**config.mk**
```make
export PLATFORM = sky130hd
export DESIGN_NAME = mem_port_arbiter
export DESIGN_NICKNAME = d
export VERILOG_FILES = /design/src/rtl/mem_port_arbiter.sv
export SDC_FILE = /design/constraint.sdc
export NUM_CORES = 1
export LEC_CHECK = 0
export BUFFER_PORTS_ARGS = -buffer_cell sky130_fd_sc_hd__buf_4
export CAP_MARGIN = 40
export CORE_AREA = 2 2 107 109
export CTS_CLUSTER_SIZE = 14
export DETAILED_ROUTE_END_ITERATION = 12
export DIE_AREA = 0 0 109 111
export GPL_TIMING_DRIVEN = 0
export PLACE_DENSITY = 0.81
export SLEW_MARGIN = 25
export SYNTH_ARGS = -nofsm -noshare
export SYNTH_HDL_FRONTEND = slang
export SYNTH_SLANG_ARGS = --single-unit
```
**constraint.sdc**
```tcl
create_clock -name clk -period 3.9 [get_ports clk]
set_input_delay 0.78 -clock clk [delete_from_list [all_inputs] [get_ports clk]]
set_output_delay 0.78 -clock clk [all_outputs]
set_load 0.005 [all_outputs]
```
**src/rtl/mem_port_arbiter.sv**
```systemverilog
// Shares one single-ported memory between instruction fetch (I) and the memory-access stage (D).
// D has priority with an I-starvation limit; one transaction in flight; flushed I responses are dropped.
module mem_port_arbiter #(
    parameter int ADDR_W      = 32,
    parameter int DATA_W      = 32,
    parameter int MAX_D_BURST = 4
) (
    input  logic                clk,
    input  logic                rst,
    input  logic                i_req_valid,
    output logic                i_req_ready,
    input  logic [ADDR_W-1:0]   i_addr,
    input  logic                i_flush,
    output logic                i_rsp_valid,
    output logic [DATA_W-1:0]   i_rsp_data,
    input  logic                d_req_valid,
    output logic                d_req_ready,
    input  logic [ADDR_W-1:0]   d_addr,
    input  logic                d_we,
    input  logic [DATA_W-1:0]   d_wdata,
    input  logic [DATA_W/8-1:0] d_wstrb,
    output logic                d_rsp_valid,
    output logic [DATA_W-1:0]   d_rsp_data,
    output logic                mem_req_valid,
    input  logic                mem_req_ready,
    output logic [ADDR_W-1:0]   mem_addr,
    output logic                mem_we,
    output logic [DATA_W-1:0]   mem_wdata,
    output logic [DATA_W/8-1:0] mem_wstrb,
    input  logic                mem_rsp_valid,
    input  logic [DATA_W-1:0]   mem_rsp_data
);

    localparam int STRB_W   = DATA_W / 8;
    localparam int STREAK_W = $clog2(MAX_D_BURST + 1);
    localparam logic OWNER_D = 1'b0;
    localparam logic OWNER_I = 1'b1;

    typedef enum logic [1:0] {
        ST_IDLE  = 2'd0,
        ST_ISSUE = 2'd1,
        ST_WAIT  = 2'd2
    } state_t;

    state_t                state_r;
    state_t                state_next_s;
    logic                  owner_r;
    logic                  discard_r;
    logic [STREAK_W-1:0]   d_streak_r;
    logic [ADDR_W-1:0]     mem_addr_r;
    logic                  mem_we_r;
    logic [DATA_W-1:0]     mem_wdata_r;
    logic [STRB_W-1:0]     mem_wstrb_r;

    logic                  i_elig_s;
    logic                  streak_full_s;
    logic                  d_win_s;
    logic                  i_win_s;
    logic                  i_req_ready_s;
    logic                  d_req_ready_s;
    logic                  mem_req_valid_s;
    logic                  i_rsp_valid_s;
    logic                  d_rsp_valid_s;

    // A flushing fetch may not win; once D has won MAX_D_BURST times in a row over a waiting I, I takes a turn.
    assign i_elig_s      = i_req_valid && !i_flush;
    assign streak_full_s = (d_streak_r == STREAK_W'(MAX_D_BURST));
    assign d_win_s       = d_req_valid && !(i_elig_s && streak_full_s);
    assign i_win_s       = i_elig_s && !d_win_s;

    assign i_req_ready   = i_req_ready_s;
    assign d_req_ready   = d_req_ready_s;
    assign mem_req_valid = mem_req_valid_s;
    assign i_rsp_valid   = i_rsp_valid_s;
    assign d_rsp_valid   = d_rsp_valid_s;
    assign i_rsp_data    = mem_rsp_data;
    assign d_rsp_data    = mem_rsp_data;
    assign mem_addr      = mem_addr_r;
    assign mem_we        = mem_we_r;
    assign mem_wdata     = mem_wdata_r;
    assign mem_wstrb     = mem_wstrb_r;

    // FSM state register.
    always_ff @(posedge clk) begin
        if (!rst) begin
            state_r <= ST_IDLE;
        end else begin
            state_r <= state_next_s;
        end
    end

    // FSM next-state logic.
    always_comb begin
        state_next_s = state_r;
        case (state_r)
            ST_IDLE: begin
                if (d_win_s || i_win_s) begin
                    state_next_s = ST_ISSUE;
                end else begin
                    state_next_s = ST_IDLE;
                end
            end
            ST_ISSUE: begin
                if (mem_req_ready) begin
                    state_next_s = ST_WAIT;
                end else begin
                    state_next_s = ST_ISSUE;
                end
            end
            ST_WAIT: begin
                if (mem_rsp_valid) begin
                    state_next_s = ST_IDLE;
                end else begin
                    state_next_s = ST_WAIT;
                end
            end
            default: state_next_s = ST_IDLE;
        endcase
    end

    // FSM outputs; a flush arriving with the response still suppresses the I pulse.
    always_comb begin
        i_req_ready_s   = 1'b0;
        d_req_ready_s   = 1'b0;
        mem_req_valid_s = 1'b0;
        i_rsp_valid_s   = 1'b0;
        d_rsp_valid_s   = 1'b0;
        if (rst) begin
            case (state_r)
                ST_IDLE: begin
                    i_req_ready_s = i_win_s;
                    d_req_ready_s = d_win_s;
                end
                ST_ISSUE: begin
                    mem_req_valid_s = 1'b1;
                end
                ST_WAIT: begin
                    if (mem_rsp_valid) begin
                        d_rsp_valid_s = (owner_r == OWNER_D);
                        i_rsp_valid_s = (owner_r == OWNER_I) && !discard_r && !i_flush;
                    end else begin
                        d_rsp_valid_s = 1'b0;
                        i_rsp_valid_s = 1'b0;
                    end
                end
                default: begin
                    mem_req_valid_s = 1'b0;
                end
            endcase
        end else begin
            i_req_ready_s = 1'b0;
            d_req_ready_s = 1'b0;
        end
    end

    // Request capture on grant: fields, owner and the D streak count.
    always_ff @(posedge clk) begin
        if (!rst) begin
            owner_r     <= OWNER_D;
            d_streak_r  <= '0;
            mem_addr_r  <= '0;
            mem_we_r    <= 1'b0;
            mem_wdata_r <= '0;
            mem_wstrb_r <= '0;
        end else if (state_r == ST_IDLE && d_win_s) begin
            owner_r     <= OWNER_D;
            mem_addr_r  <= d_addr;
            mem_we_r    <= d_we;
            mem_wdata_r <= d_wdata;
            mem_wstrb_r <= d_wstrb;
            if (!i_req_valid) begin
                d_streak_r <= '0;
            end else if (!streak_full_s) begin
                d_streak_r <= d_streak_r + STREAK_W'(1);
            end
        end else if (state_r == ST_IDLE && i_win_s) begin
            owner_r     <= OWNER_I;
            d_streak_r  <= '0;
            mem_addr_r  <= i_addr;
            mem_we_r    <= 1'b0;
            mem_wdata_r <= '0;
            mem_wstrb_r <= '0;
        end
    end

    // Discard flag: remembers a flush seen while an I transaction is outstanding.
    always_ff @(posedge clk) begin
        if (!rst) begin
            discard_r <= 1'b0;
        end else if (state_r == ST_IDLE || (state_r == ST_WAIT && mem_rsp_valid)) begin
            discard_r <= 1'b0;
        end else if (owner_r == OWNER_I && i_flush) begin
            discard_r <= 1'b1;
        end
    end

endmodule

```
**Yosys cells after proc, flatten, opt, wreduce, memory -nomap -nowiden**

Cells that the tools add are included.

- Register bits: 76
- Bits of input ports: 140

- Bitwise logic cells: 2
- Add/subtract/negate cells: 1
- Equal/unequal tests: 4
- Reduce and logical (&&, ||, !) cells: 21
- Muxes and demuxes: 28

Operators with widths:

| kind | count |
|---|---|
| $mux W32 | 4 |
| $mux W1 | 15 |
| $mux W3 | 4 |
| $logic_and A1 B1 Y1 | 10 |
| $mux W4 | 2 |
| $pmux W2 S3 | 1 |
| $logic_not A1 Y1 | 4 |
| $mux W2 | 2 |
| $reduce_or A2 Y1 | 2 |
| $add A3 B1 Y3 const B | 1 |
| $eq A3 B3 Y1 const B | 1 |
| $ne A3 B3 Y1 const B | 1 |
| $eq A2 B1 Y1 const B | 1 |
| $eq A2 B2 Y1 const B | 1 |
| $logic_not A2 Y1 | 1 |
| $logic_or A1 B1 Y1 | 2 |
| $not A1 Y1 | 2 |
| $reduce_and A2 Y1 | 1 |
| $reduce_bool A2 Y1 | 1 |

**Depth between registers and ports, before layout**

- Depth after elaboration: 10
- Mapped depth: 8
- Depth with buffers taken out: 6

**Least setup slack after synthesis**

No wires, ideal clock.

- Kind: input -> output
- Start: input rst
- End: output i_req_ready
- Arrival: 1402 ps
- Buffers on the path: 2
- Stages on the path: 3
- Path slack: 1718 ps
- Cells stage by stage: buf_2 clkbuf_1 and4_1

- Cells in the longest elaborated chain, start to end: 1

Ends and longest elaborated chain:

| what | RTL line | source |
|---|---|---|
| start, declared | 9 | `input logic rst,` |
| $mux W1 | 128 | `if (rst) begin` |
| end, declared | 11 | `output logic i_req_ready,` |

No other way between the ends.

**Final worst setup path**

- Start: register d_streak_r[0]
- End: output d_req_ready

- Cells in the longest elaborated chain, start to end: 6

Ends and longest elaborated chain:

| what | RTL line | source |
|---|---|---|
| start, declared | 49 | `logic [STREAK_W-1:0] d_streak_r;` |
| start signal, assigned | 174 | `d_streak_r <= d_streak_r + STREAK_W'(1);` |
| $eq A3 B3 Y1 | 67 | `assign streak_full_s = (d_streak_r == STREAK_W'(MAX_D_BURST));` |
| $logic_and A1 B1 Y1 | 68 | `assign d_win_s = d_req_valid && !(i_elig_s && streak_full_s);` |
| $logic_not A1 Y1 | 68 |  |
| $logic_and A1 B1 Y1 | 68 |  |
| $mux W1 | 129 | `case (state_r)` |
| $mux W1 | 128 |  |
| end, declared | 17 | `output logic d_req_ready,` |

No other way between the ends.

==> qor.yml <==
critical_path:
  end_kind: "primary output"
  reg2reg_depth: 7
  critPathRequiredTime_ns: 3.12
  regToRegEndpoint: "mem_addr[12]$_SDFFE_PN0P_"
  critPathLaunch: "d_streak_r[0]$_SDFFE_PN0P_"
  critical_path_peak_fanout: 10
  crit_type: "register to primary output"
  cp_num_cells: 7
  crit_chain: "inv_1 -> ha_1 -> nand4b_1 -> nand2_2 -> nor2_2 -> buf_2 -> buf_4"
  crit_end: "d_req_ready"
  arrival_ns: 1.82
  crit-reg2reg-launch: "d_streak_r[0]$_SDFFE_PN0P_"
  slowest_delay_ns: 0.35
  worst-path-buf-inv: 3
  r2r_slack_ns: 2.17
  cp-start-kind: "register"
  critPathTopFamily: "buffers and inverters"
  slowest_stage: "dfxtp_1"
detailed_routing:
  drtIter0Drc: 180
  vias_per_cell: 4.70
  drt_pass1_iterations: 5
  routed_wl_um: 11000
  ant_nets: 0
  vias: 3674
  remaining_drc_errors: 0
  post_drt_wl_per_cell_um: 14.1
floorplanning:
  coreArea_um2: 11100
  die_x_um: 109
  num_io_pins: 278
  start_util_pct: 32.5
  die-area_um2: 12100
  rows: 39
  die_h_um: 111
synth:
  synth-seq-cells: 76
  synth-edff-count: 0
  syn_nets: 520
  yosys_warnings: 0
  avgSynthCellArea_um2: 9.53
  ys.flop_type: "dfxtp_1"
  yosysSeqAreaShare_pct: 42.2
  yosysTopAreaCell: "dfxtp_1"
  synthTopCellsByArea: "dfxtp_1 (42%), buf_4 (14%), o31ai_2 (10%)"
  netlist_instances: 378
  ys_types: 35
  syn_area_um2: 3600
  yosysTopAreaCellShare_pct: 42.2
  synthArstFlopShare_pct: 0
clocking:
  hold_buffers: 0
  cts_made_buffers: 9
  post_cts_resize_count: 0
  htreeDepth: 3
  post-cts-setup-buffers: 0
  path_clk_slew_ns: 0.06
  clockBufferDepth: 2
  clkLatencyLatePin_ns: 0.32
  cts-root-buf: "clkbuf_16"
  clock_sinks: 76
  cts_tree: "yes"
final_layout:
  final_common_cell: "buf_4"
  final_cell_mix: "buf_4 (312), dfxtp_1 (76), nor2_1 (70)"
  layout-drive-gt1-share_pct: 58.8
  nNetsFinal: 776
  area_delta_synth_final_pct: 65.0
  fin_cells: 782
  diodes: 0
  final_core_util_pct: 53.7
  fillerInstances: 997
placement:
  place_ws_ns: 1.30
  hpwl_um: 8740
  gp_congestion: 0.760
  place_inst: 766
  port_buffers: 245
global_routing:
  grt_pass1_vias: 3525
  grt_use_total_pct: 17.0
  grt_max_degree: 15
  antenna_found_initial: 0
  overflow: 0
  grt_pass1_wl_um: 16300
run_status:
  run_status: "complete, no violations"
timing:
  setup_tns_ns: 0
  timing_max_transition_violations_final: 0
  fin_ws_ns: 1.30
  hold_viol: 0
  clock_skew_ns: 0.00584
  rsz0062_at_grt: "false"
  clock.fmax_ghz: 0.384
  period_needed_ns: 2.60
  slew_headroom_pct: 61.4
  finalCritPeriodShare_pct: 66.8
  finalSetupViolations: 0
  worst_slew_pin_slew_ns: 0.576
pwr:
  peakVddDrop_mv: 0.221
  powerDensity_nw_per_um2: 382
  p_leak_nw: 2.91
  total_power_mw: 2.27
job:
  drv_cap: 0
min_path:
  hold_path_depth: 2
  holdCritPathClass: "register to register"
## worst min path at each step
stage	startpoint	slack [ns]	end
floorplan	d_streak_r[1]$_SDFFE_PN0P_	0.45	d_streak_r[1]$_SDFFE_PN0P_
global placement	mem_wdata[28]$_SDFFE_PN0P_	0.46	mem_wdata[28]$_SDFFE_PN0P_
detailed placement	mem_wdata[4]$_SDFFE_PN0P_	0.46	mem_wdata[4]$_SDFFE_PN0P_
CTS	mem_addr[1]$_SDFFE_PN0P_	0.47	mem_addr[1]$_SDFFE_PN0P_
global route	mem_addr[1]$_SDFFE_PN0P_	0.48	mem_addr[1]$_SDFFE_PN0P_
finish	mem_addr[1]$_SDFFE_PN0P_	0.47	mem_addr[1]$_SDFFE_PN0P_
## cell type report
| type | count | area (um^2) | area share (%) |
|---|---|---|---|
| buffer | 90 | 657 | 11.0 |
| clock inverter | 7 | 98.8 | 1.66 |
| clock buffer | 9 | 225 | 3.79 |
| multi-input combinational | 210 | 1420 | 23.8 |
| sequential | 76 | 1520 | 25.6 |
| tap | 143 | 179 | 3.01 |
| inverter | 2 | 7.51 | 0.126 |
| timing repair buffer | 245 | 1840 | 30.9 |
## layer usage
layer | vias up | GRT usage, % | wire (um)
met1 | 1666 | 18.4 | 4140
met5 | - | 0 | 0
met4 | 0 | 7.61 | 225
met2 | 202 | 30.0 | 5530
li1 | 1782 | - | -
met3 | 24 | 5.11 | 1100
## power breakdown
part | internal [mW] | switching, mW
Combinational | 0.304 | 0.202
Clock | 0.564 | 0.327
Sequential | 0.839 | 0.0361
## registers in the layout, indices dropped and copies added, names as in the netlist
| signal | flops |
|---|---|
| mem_wdata | 32 |
| mem_we | 1 |
| state_r | 2 |
| mem_wstrb | 4 |
| owner_r | 1 |
| discard_r | 1 |
| mem_addr | 32 |
| d_streak_r | 3 |
## cells by family after synthesis
| logic type | after synthesis | share of synthesized area (%) |
|---|---|---|
| compound gates | 80 | 21.8 |
| fa+ha+maj | 2 | 0.694 |
| buf+inv | 92 | 18.4 |
| flops | 76 | 42.2 |
| mux | 1 | 0.278 |
| simple gates | 127 | 16.5 |
## through the flow
| stage | instance area, um^2 | hold WS [ns] |
|---|---|---|
| after floorplan | 3600 | 0.451 |
| after global placement | 5620 | 0.457 |
| after detailed placement | 5620 | 0.456 |
| after CTS | 5950 | 0.469 |
| after global routing | 5950 | 0.480 |
| final | 5950 | 0.465 |
## worst reg2reg max path, delay by kind of cell (launching register included)
family                   cells  cell delay (ns)
AO/OA/AOI/OAI                1             0.22
flip-flops                   1             0.32
adder cells (fa/ha/maj)      1             0.18
buffers and inverters        2             0.48
AND/OR/NAND/NOR              3             0.44
## Yosys cell counts, types with 2 or more instances
master,count
o21ai_0,2
a22o_1,37
ha_1,2
nor2_1,70
clkbuf_1,8
a21oi_1,4
dfxtp_1,76
buf_6,8
nand2_1,6
inv_1,2
nand4b_1,3
o31ai_1,3
nand3_1,32
buf_2,6
o211ai_1,3
nor2b_1,2
and3_1,2
buf_4,67
o31ai_2,29
No activity file was read; power rests on OpenSTA's default activity.
